--- config.mk ---
export PLATFORM = sky130hd
export DESIGN_NAME = cp_remove_flat
export DESIGN_NICKNAME = d
export VERILOG_FILES = /design/src/rtl/cp_remove_if.sv /design/src/rtl/cp_remove.sv /design/src/flat_wrapper.sv
export SDC_FILE = /design/constraint.sdc
export NUM_CORES = 1
export LEC_CHECK = 0
export ABC_AREA = 1
export BUFFER_PORTS_ARGS = -buffer_cell sky130_fd_sc_hd__buf_2
export CAP_MARGIN = 20
export CORE_MARGIN = 4
export CORE_UTILIZATION = 51
export CTS_CLUSTER_SIZE = 8
export DETAILED_ROUTE_END_ITERATION = 12
export GPL_TIMING_DRIVEN = 0
export PLACE_DENSITY_LB_ADDON = 0.25
export SETUP_SLACK_MARGIN = 0.02
export SLEW_MARGIN = 20
export SYNTH_ARGS = -nofsm -noshare
export SYNTH_HDL_FRONTEND = slang
export SYNTH_SLANG_ARGS = --single-unit
export TNS_END_PERCENT = 50
--- constraint.sdc ---
create_clock -name clk -period 3.7 [get_ports clk]
set_input_delay 0.185 -clock clk [delete_from_list [all_inputs] [get_ports clk]]
set_output_delay 0.185 -clock clk [all_outputs]
set_load 0.01 [all_outputs]
--- src/rtl/cp_remove_if.sv ---
// Sample stream bundle for cp_remove: input sample handshake and output body-sample handshake.
// The slave modport is the cp_remove side; master is the surrounding environment.
interface cp_remove_if #(
  parameter int unsigned num_sz = 16
);
  localparam int unsigned SMP_W = 2 * num_sz;

  logic [SMP_W-1:0] in_data;
  logic             in_valid;
  logic             in_ready;
  logic [SMP_W-1:0] out_data;
  logic             out_valid;
  logic             out_ready;
  logic             out_last;

  modport slave (
    input  in_data, in_valid, out_ready,
    output in_ready, out_data, out_valid, out_last
  );

  modport master (
    output in_data, in_valid, out_ready,
    input  in_ready, out_data, out_valid, out_last
  );
endinterface

--- src/rtl/cp_remove.sv ---
// Receive-side cyclic prefix removal: drops Tg guard samples per OFDM symbol, forwards the nfft body.
// Optional symbol counter on sym_count is built only when CP_REMOVE_SYMCNT_EN is defined.
module cp_remove #(
  parameter int unsigned num_sz = 16,
  parameter int unsigned nfft   = 256
) (
  input  logic          clk,
  input  logic          reset,
  input  logic          load,
  input  logic [1:0]    param_tg,
  cp_remove_if.slave    bus,
  output logic [15:0]   sym_count
);
  localparam int unsigned SMP_W = 2 * num_sz;
  localparam int unsigned CNT_W = $clog2(nfft);
  localparam int unsigned TG_W  = $clog2(nfft / 4) + 1;

  typedef enum logic {S_PREFIX, S_BODY} state_t;

  state_t           r_state;
  logic [CNT_W-1:0] r_cnt;
  logic [1:0]       r_tg_pend;
  logic [TG_W-1:0]  r_tg_act;
  logic [SMP_W-1:0] r_out_data;
  logic             r_out_valid;
  logic             r_out_last;

  logic w_in_ready;
  logic w_in_fire;
  logic w_out_fire;
  logic w_tg_end;
  logic w_body_end;

  // Guard code to guard length: nfft/4 down to nfft/32.
  function automatic logic [TG_W-1:0] f_decode(input logic [1:0] code);
    return TG_W'((nfft / 4) >> code);
  endfunction

  // Prefix samples are always dropped, so only the body phase waits on the output stage.
  assign w_in_ready = (r_state == S_PREFIX) | ~r_out_valid | bus.out_ready;
  assign w_in_fire  = bus.in_valid & w_in_ready;
  assign w_out_fire = r_out_valid & bus.out_ready;
  assign w_tg_end   = (r_cnt == (CNT_W'(r_tg_act) - CNT_W'(1)));
  assign w_body_end = (r_cnt == CNT_W'(nfft - 1));

  always_ff @(posedge clk) begin
    if (reset) begin
      r_state     <= S_PREFIX;
      r_cnt       <= '0;
      r_tg_pend   <= param_tg;
      r_tg_act    <= f_decode(param_tg);
      r_out_data  <= '0;
      r_out_valid <= 1'b0;
      r_out_last  <= 1'b0;
    end else begin
      if (load) begin
        r_tg_pend <= param_tg;
      end
      if (w_out_fire) begin
        r_out_valid <= 1'b0;
      end
      if (w_in_fire) begin
        unique case (r_state)
          S_PREFIX: begin
            if (w_tg_end) begin
              r_cnt   <= '0;
              r_state <= S_BODY;
            end else begin
              r_cnt <= r_cnt + CNT_W'(1);
            end
          end
          S_BODY: begin
            r_out_data  <= bus.in_data;
            r_out_valid <= 1'b1;
            r_out_last  <= w_body_end;
            if (w_body_end) begin
              r_cnt    <= '0;
              r_state  <= S_PREFIX;
              // A load coinciding with the last body sample already counts for the next symbol.
              r_tg_act <= f_decode(load ? param_tg : r_tg_pend);
            end else begin
              r_cnt <= r_cnt + CNT_W'(1);
            end
          end
        endcase
      end
    end
  end

  assign bus.in_ready  = w_in_ready;
  assign bus.out_data  = r_out_data;
  assign bus.out_valid = r_out_valid;
  assign bus.out_last  = r_out_last;

`ifdef CP_REMOVE_SYMCNT_EN
  logic [15:0] r_sym_count;

  // Completed symbols, counted when the final body sample leaves the block.
  always_ff @(posedge clk) begin
    if (reset) begin
      r_sym_count <= '0;
    end else if (w_out_fire & r_out_last) begin
      r_sym_count <= r_sym_count + 16'd1;
    end
  end

  assign sym_count = r_sym_count;
`else
  assign sym_count = '0;
`endif

endmodule

--- src/flat_wrapper.sv ---
// flat-port wrapper written by rule: the top's interface ports become plain ports
module cp_remove_flat 
#(
  parameter int unsigned num_sz = 16,
  parameter int unsigned nfft   = 256
)
  (clk, reset, load, param_tg, sym_count, bus_in_data, bus_in_valid, bus_out_ready, bus_in_ready, bus_out_data, bus_out_valid, bus_out_last);
  cp_remove_if #(.num_sz(num_sz)) bus_i ();
  input  logic clk;
  input  logic reset;
  input  logic load;
  input  logic [1:0] param_tg;
  output logic [15:0] sym_count;
  input wire logic [$bits(bus_i.in_data)-1:0] bus_in_data;
  input wire logic [$bits(bus_i.in_valid)-1:0] bus_in_valid;
  input wire logic [$bits(bus_i.out_ready)-1:0] bus_out_ready;
  output wire logic [$bits(bus_i.in_ready)-1:0] bus_in_ready;
  output wire logic [$bits(bus_i.out_data)-1:0] bus_out_data;
  output wire logic [$bits(bus_i.out_valid)-1:0] bus_out_valid;
  output wire logic [$bits(bus_i.out_last)-1:0] bus_out_last;
  assign bus_i.in_data = bus_in_data;
  assign bus_i.in_valid = bus_in_valid;
  assign bus_i.out_ready = bus_out_ready;
  assign bus_in_ready = bus_i.in_ready;
  assign bus_out_data = bus_i.out_data;
  assign bus_out_valid = bus_i.out_valid;
  assign bus_out_last = bus_i.out_last;
  cp_remove #(.num_sz(num_sz), .nfft(nfft)) u_core (.clk(clk), .reset(reset), .load(load), .param_tg(param_tg), .bus(bus_i), .sym_count(sym_count));
endmodule
Yosys cells after proc, flatten, opt, wreduce, memory -nomap -nowiden --
Cells that the tools add are included.
Storage, ports and cells: input bits 39, logic and storage cells 39, output and inout port bits 51, register bits 52
Operators by class: muxes and demuxes 15, $add $sub $neg 2, reduce and logical (&&, ||, !) cells 5, eq/ne operators 2, shift-type cells 2, bitwise gates (word level) 6
Operators by type and width (number):
- 7-bit two-way mux | 4
- 8-bit two-way mux | 2
- 8-bit case mux with 2 select lines | 1
- 7-bit by 2-bit right shift with 7-bit output, first input constant | 2
- 8-bit by 1-bit adder with 8-bit output, second input constant | 1
- 8-bit equality test | 1
- 8-bit equality test, second input constant | 1
- 7-bit by 1-bit subtractor with 8-bit output, second input constant | 1
- 2-bit nonzero test | 3
- 1-bit two-way mux | 5
- 2-bit two-way mux | 2
- 3-bit AND reduction | 1
- 1-bit AND | 2
- 1-bit NOT | 2
- 1-bit bitwise OR | 2
- 1-bit case mux with 2 select lines | 1
- 2-bit AND reduction | 1

Logic depth before layout (Yosys ltp) --
word-level depth 6, gate-level depth with buffers 10, mapped depth without buffers 10

Worst setup path before layout --
OpenSTA, ideal clock, no wires.
path kind register to register, from reg u_core.r_tg_act[3], to reg u_core.r_cnt[7], setup slack 2181 ps, stages on the path, launching flop included 11, clock period less this slack 1519 ps, data required time 3568 ps, arrival time 1387 ps, path buffers 0, setup time 132 ps, path through edfxtp_1 inv_1 ha_1 inv_1 nand2_1 nand2_1 nand3_1 nor2_1 nand3_1 nand3_1 a21oi_1
Between the ends: longest elaborated chain between the ends 4
RTL lines:
- start: declaration | RTL line cp_remove.sv:23 | logic [TG_W-1:0] r_tg_act;
- start signal: assignment | RTL line cp_remove.sv:51 | r_tg_act <= f_decode(param_tg);
- start signal: assignment | RTL line cp_remove.sv:80 | r_tg_act <= f_decode(load ? param_tg : r_tg_pend);
- 7-bit by 1-bit subtractor with 8-bit output | RTL line cp_remove.sv:43 | assign w_tg_end = (r_cnt == (CNT_W'(r_tg_act) - CNT_W'(1)));
- 8-bit equality test | RTL line cp_remove.sv:43
- 8-bit two-way mux | RTL line cp_remove.sv:65 | if (w_tg_end) begin
- 8-bit case mux with 2 select lines | RTL line cp_remove.sv:63 | unique case (r_state)
- end signal: assignment | RTL line cp_remove.sv:69 | r_cnt <= r_cnt + CNT_W'(1);
- end signal: assignment | RTL line cp_remove.sv:82 | r_cnt <= r_cnt + CNT_W'(1);
- end: declaration | RTL line cp_remove.sv:21 | logic [CNT_W-1:0] r_cnt;
No other way between the ends. A chain may end at the register's enable or synchronous reset.

Worst setup path in the final report --
Ends and elaborated chain as after synthesis.

==> impl_metrics.tcl <==
set metrics [dict create \
    area_delta_synth_final_pct 25.9 \
    vias_per_cell 4.65 \
    synth_edf_count 4 \
    avgSynthCellArea_um2 7.39 \
    async_reset_ff_share_pct 0 \
    postCtsSetupBuffers 0 \
    powerDensity_nw_per_um2 340 \
    grt_pass1_wl_um 7980 \
    coreArea_um2 4090 \
    drt_iter0_markers 82 \
    setup-tns-final_ns 0 \
    grt_max_degree 16 \
    fin_skew_ns 0.00221 \
    critical_path.max_fanout 6 \
    initial_core_util_pct 53.9 \
    ys_top_cells_by_area "dfxtp_1 41%, nand2_1 18%, a21oi_1 9.3%" \
    ys.flop_type "dfxtp_1" \
    yosysTopAreaCell "dfxtp_1" \
    hold_violations 0 \
    portBuffers 73 \
    grt_overflow 0 \
    routed_wl_um 4850 \
    num_io_pins 90 \
    cts_hold_buffers 0 \
    timing.hold.ws_ns 0.120 \
    diodes 0 \
    period_share_pct 47.4 \
    worstHoldPathType "input pin to flip-flop" \
    finalSetupViolCount 0 \
    slew_violations 0 \
    yosys_warnings 0 \
    ant_nets 0 \
    htree_levels 2 \
    die_y_um 73.7 \
    cts_sinks 49 \
    post-synth-top-count-cell "nand2_1" \
    synth_seq_cells 49 \
    synth_top_area_share_pct 40.9 \
    layout-drive-gt1-share_pct 27.7 \
    instances_no_fill 444 \
    ctsResizeCount 0 \
    crit_type "flip-flop to flip-flop" \
    start_kind "flip-flop" \
    required_ns 3.87 \
    dpl.hpwl_um 3810 \
    utilization_pct 67.9 \
    fin_ws_ns 1.95 \
    power_leakage_uw 0.00134 \
    synthCells 298 \
    rows 23 \
    die_width_um 73.7 \
    rsz0062_at_grt "false" \
    clkSlewWorstSetupHoldPaths_ns 0.09 \
    ys_seq_area_share_pct 46.3 \
    crit_path_end_kind "flip-flop" \
    ir_drop_mv 0.272 \
    fmax_ghz 0.570 \
    wl_per_cell_um 10.9 \
    syn_area_um2 2200 \
    die_area_um2 5440 \
    cts_buffer_depth 2 \
    vias 2066 \
    outcome "complete, no violations" \
    synthTopCellsByCount "107 x nand2_1, 45 x dfxtp_1, 41 x a21oi_1" \
    cts-root-buf "clkbuf_8" \
    fin_crit_ns 1.75 \
    place_ws_ns 1.93 \
    placedCellCount 436 \
    grt_pass1_vias 1930 \
    clk_latency_ns 0.30 \
    drc 0 \
    gp_congestion 0.714 \
    cap_violations 0 \
    fin_nets 434 \
    drt_first_pass_iters 4 \
    yosysUniqueCellTypes 25 \
    antenna_found_initial 0 \
    cp.arrival_ns 1.93 \
    cts_inserted_buffers 5 \
    grtUsageTotal_pct 18.8 \
    cts_tree "built" \
]
==> worst max-delay path: stages (launching register included) <==
cell,delay (ns)
edfxtp_1,0.40
inv_1,0.07
ha_1,0.31
inv_1,0.06
nand2_1,0.04
nand2_1,0.06
nand3_1,0.07
nor2_1,0.18
nand3_1,0.24
nand3_1,0.14
a21oi_1,0.06
==> power by group <==
group	total (µW)	internal [µW]	switching [µW]
Sequential	546	542	4.53
Clock	313	135	178
Combinational	84.7	38.1	46.6
Total	944	715	229
==> cell families (layout without fill, tap and decap cells) <==
logic type	after synthesis	count (layout)	synth area share, %
fa+ha+maj	2	2	1.14
flops	49	49	46.3
other cells	1	16	0.170
buf+inv	53	134	13.7
compound gates	47	47	11.0
simple gates	145	145	27.3
xor+xnor	1	1	0.398
==> cell usage in the layout, fill, tap and decap left out, types with 2 or more instances in the layout <==
master	n
buf_4	18
clkbuf_1	5
edfxtp_1	4
clkbuf_8	5
inv_1	24
buf_6	4
dfxtp_1	45
a21oi_1	41
inv_4	2
nand2_1	107
nor2_1	16
nand3_1	16
buf_2	74
o21ai_0	3
ha_1	2
conb_1	16
==> final cells by class <==
| type | instances | area [µm²] |
|---|---|---|
| fillers | 375 | 1310 |
| flip-flops and latches | 49 | 1020 |
| multi-input cells | 211 | 936 |
| repair buffers | 73 | 365 |
| plain buffers | 27 | 200 |
| inverters | 26 | 103 |
| clock buffers | 6 | 72.6 |
| well taps | 50 | 62.6 |
| clock inverters | 2 | 13.8 |
==> stage by stage <==
stage	power, µW	instance area (µm²)
CTS	954	2770
floorplan	613	2260
finish	944	2770
global route	993	2770
global placement	642	2690
detailed placement	643	2690
==> final timing paths <==
check             cells after the start                       to               startpoint  slack, ns
setup / recovery                     10          u_core.r_cnt[7]       u_core.r_tg_act[3]       1.95
hold / removal                        3  u_core.bus.out_data[25]          bus_in_data[25]       0.12
setup reg to reg                     10          u_core.r_cnt[7]       u_core.r_tg_act[3]       1.95
hold reg to reg                       2  u_core.bus.out_data[10]  u_core.bus.out_data[10]       0.46
==> metal layers <==
layer | wire, µm | GRT usage (%)
met5 | 0 | 0
met4 | 37 | 5.43
met3 | 437 | 8.21
met2 | 2390 | 31.2
met1 | 1990 | 21.9
==> registers in the layout, summed over array words and instances, names as in the netlist <==
name and flops:
u_core.bus.out_data 32, u_core.bus.out_last 1, u_core.bus.out_valid 1, u_core.r_cnt 8, u_core.r_state 1, u_core.r_tg_act 4, u_core.r_tg_pend 2
Power figures use the tool's default switching activity.
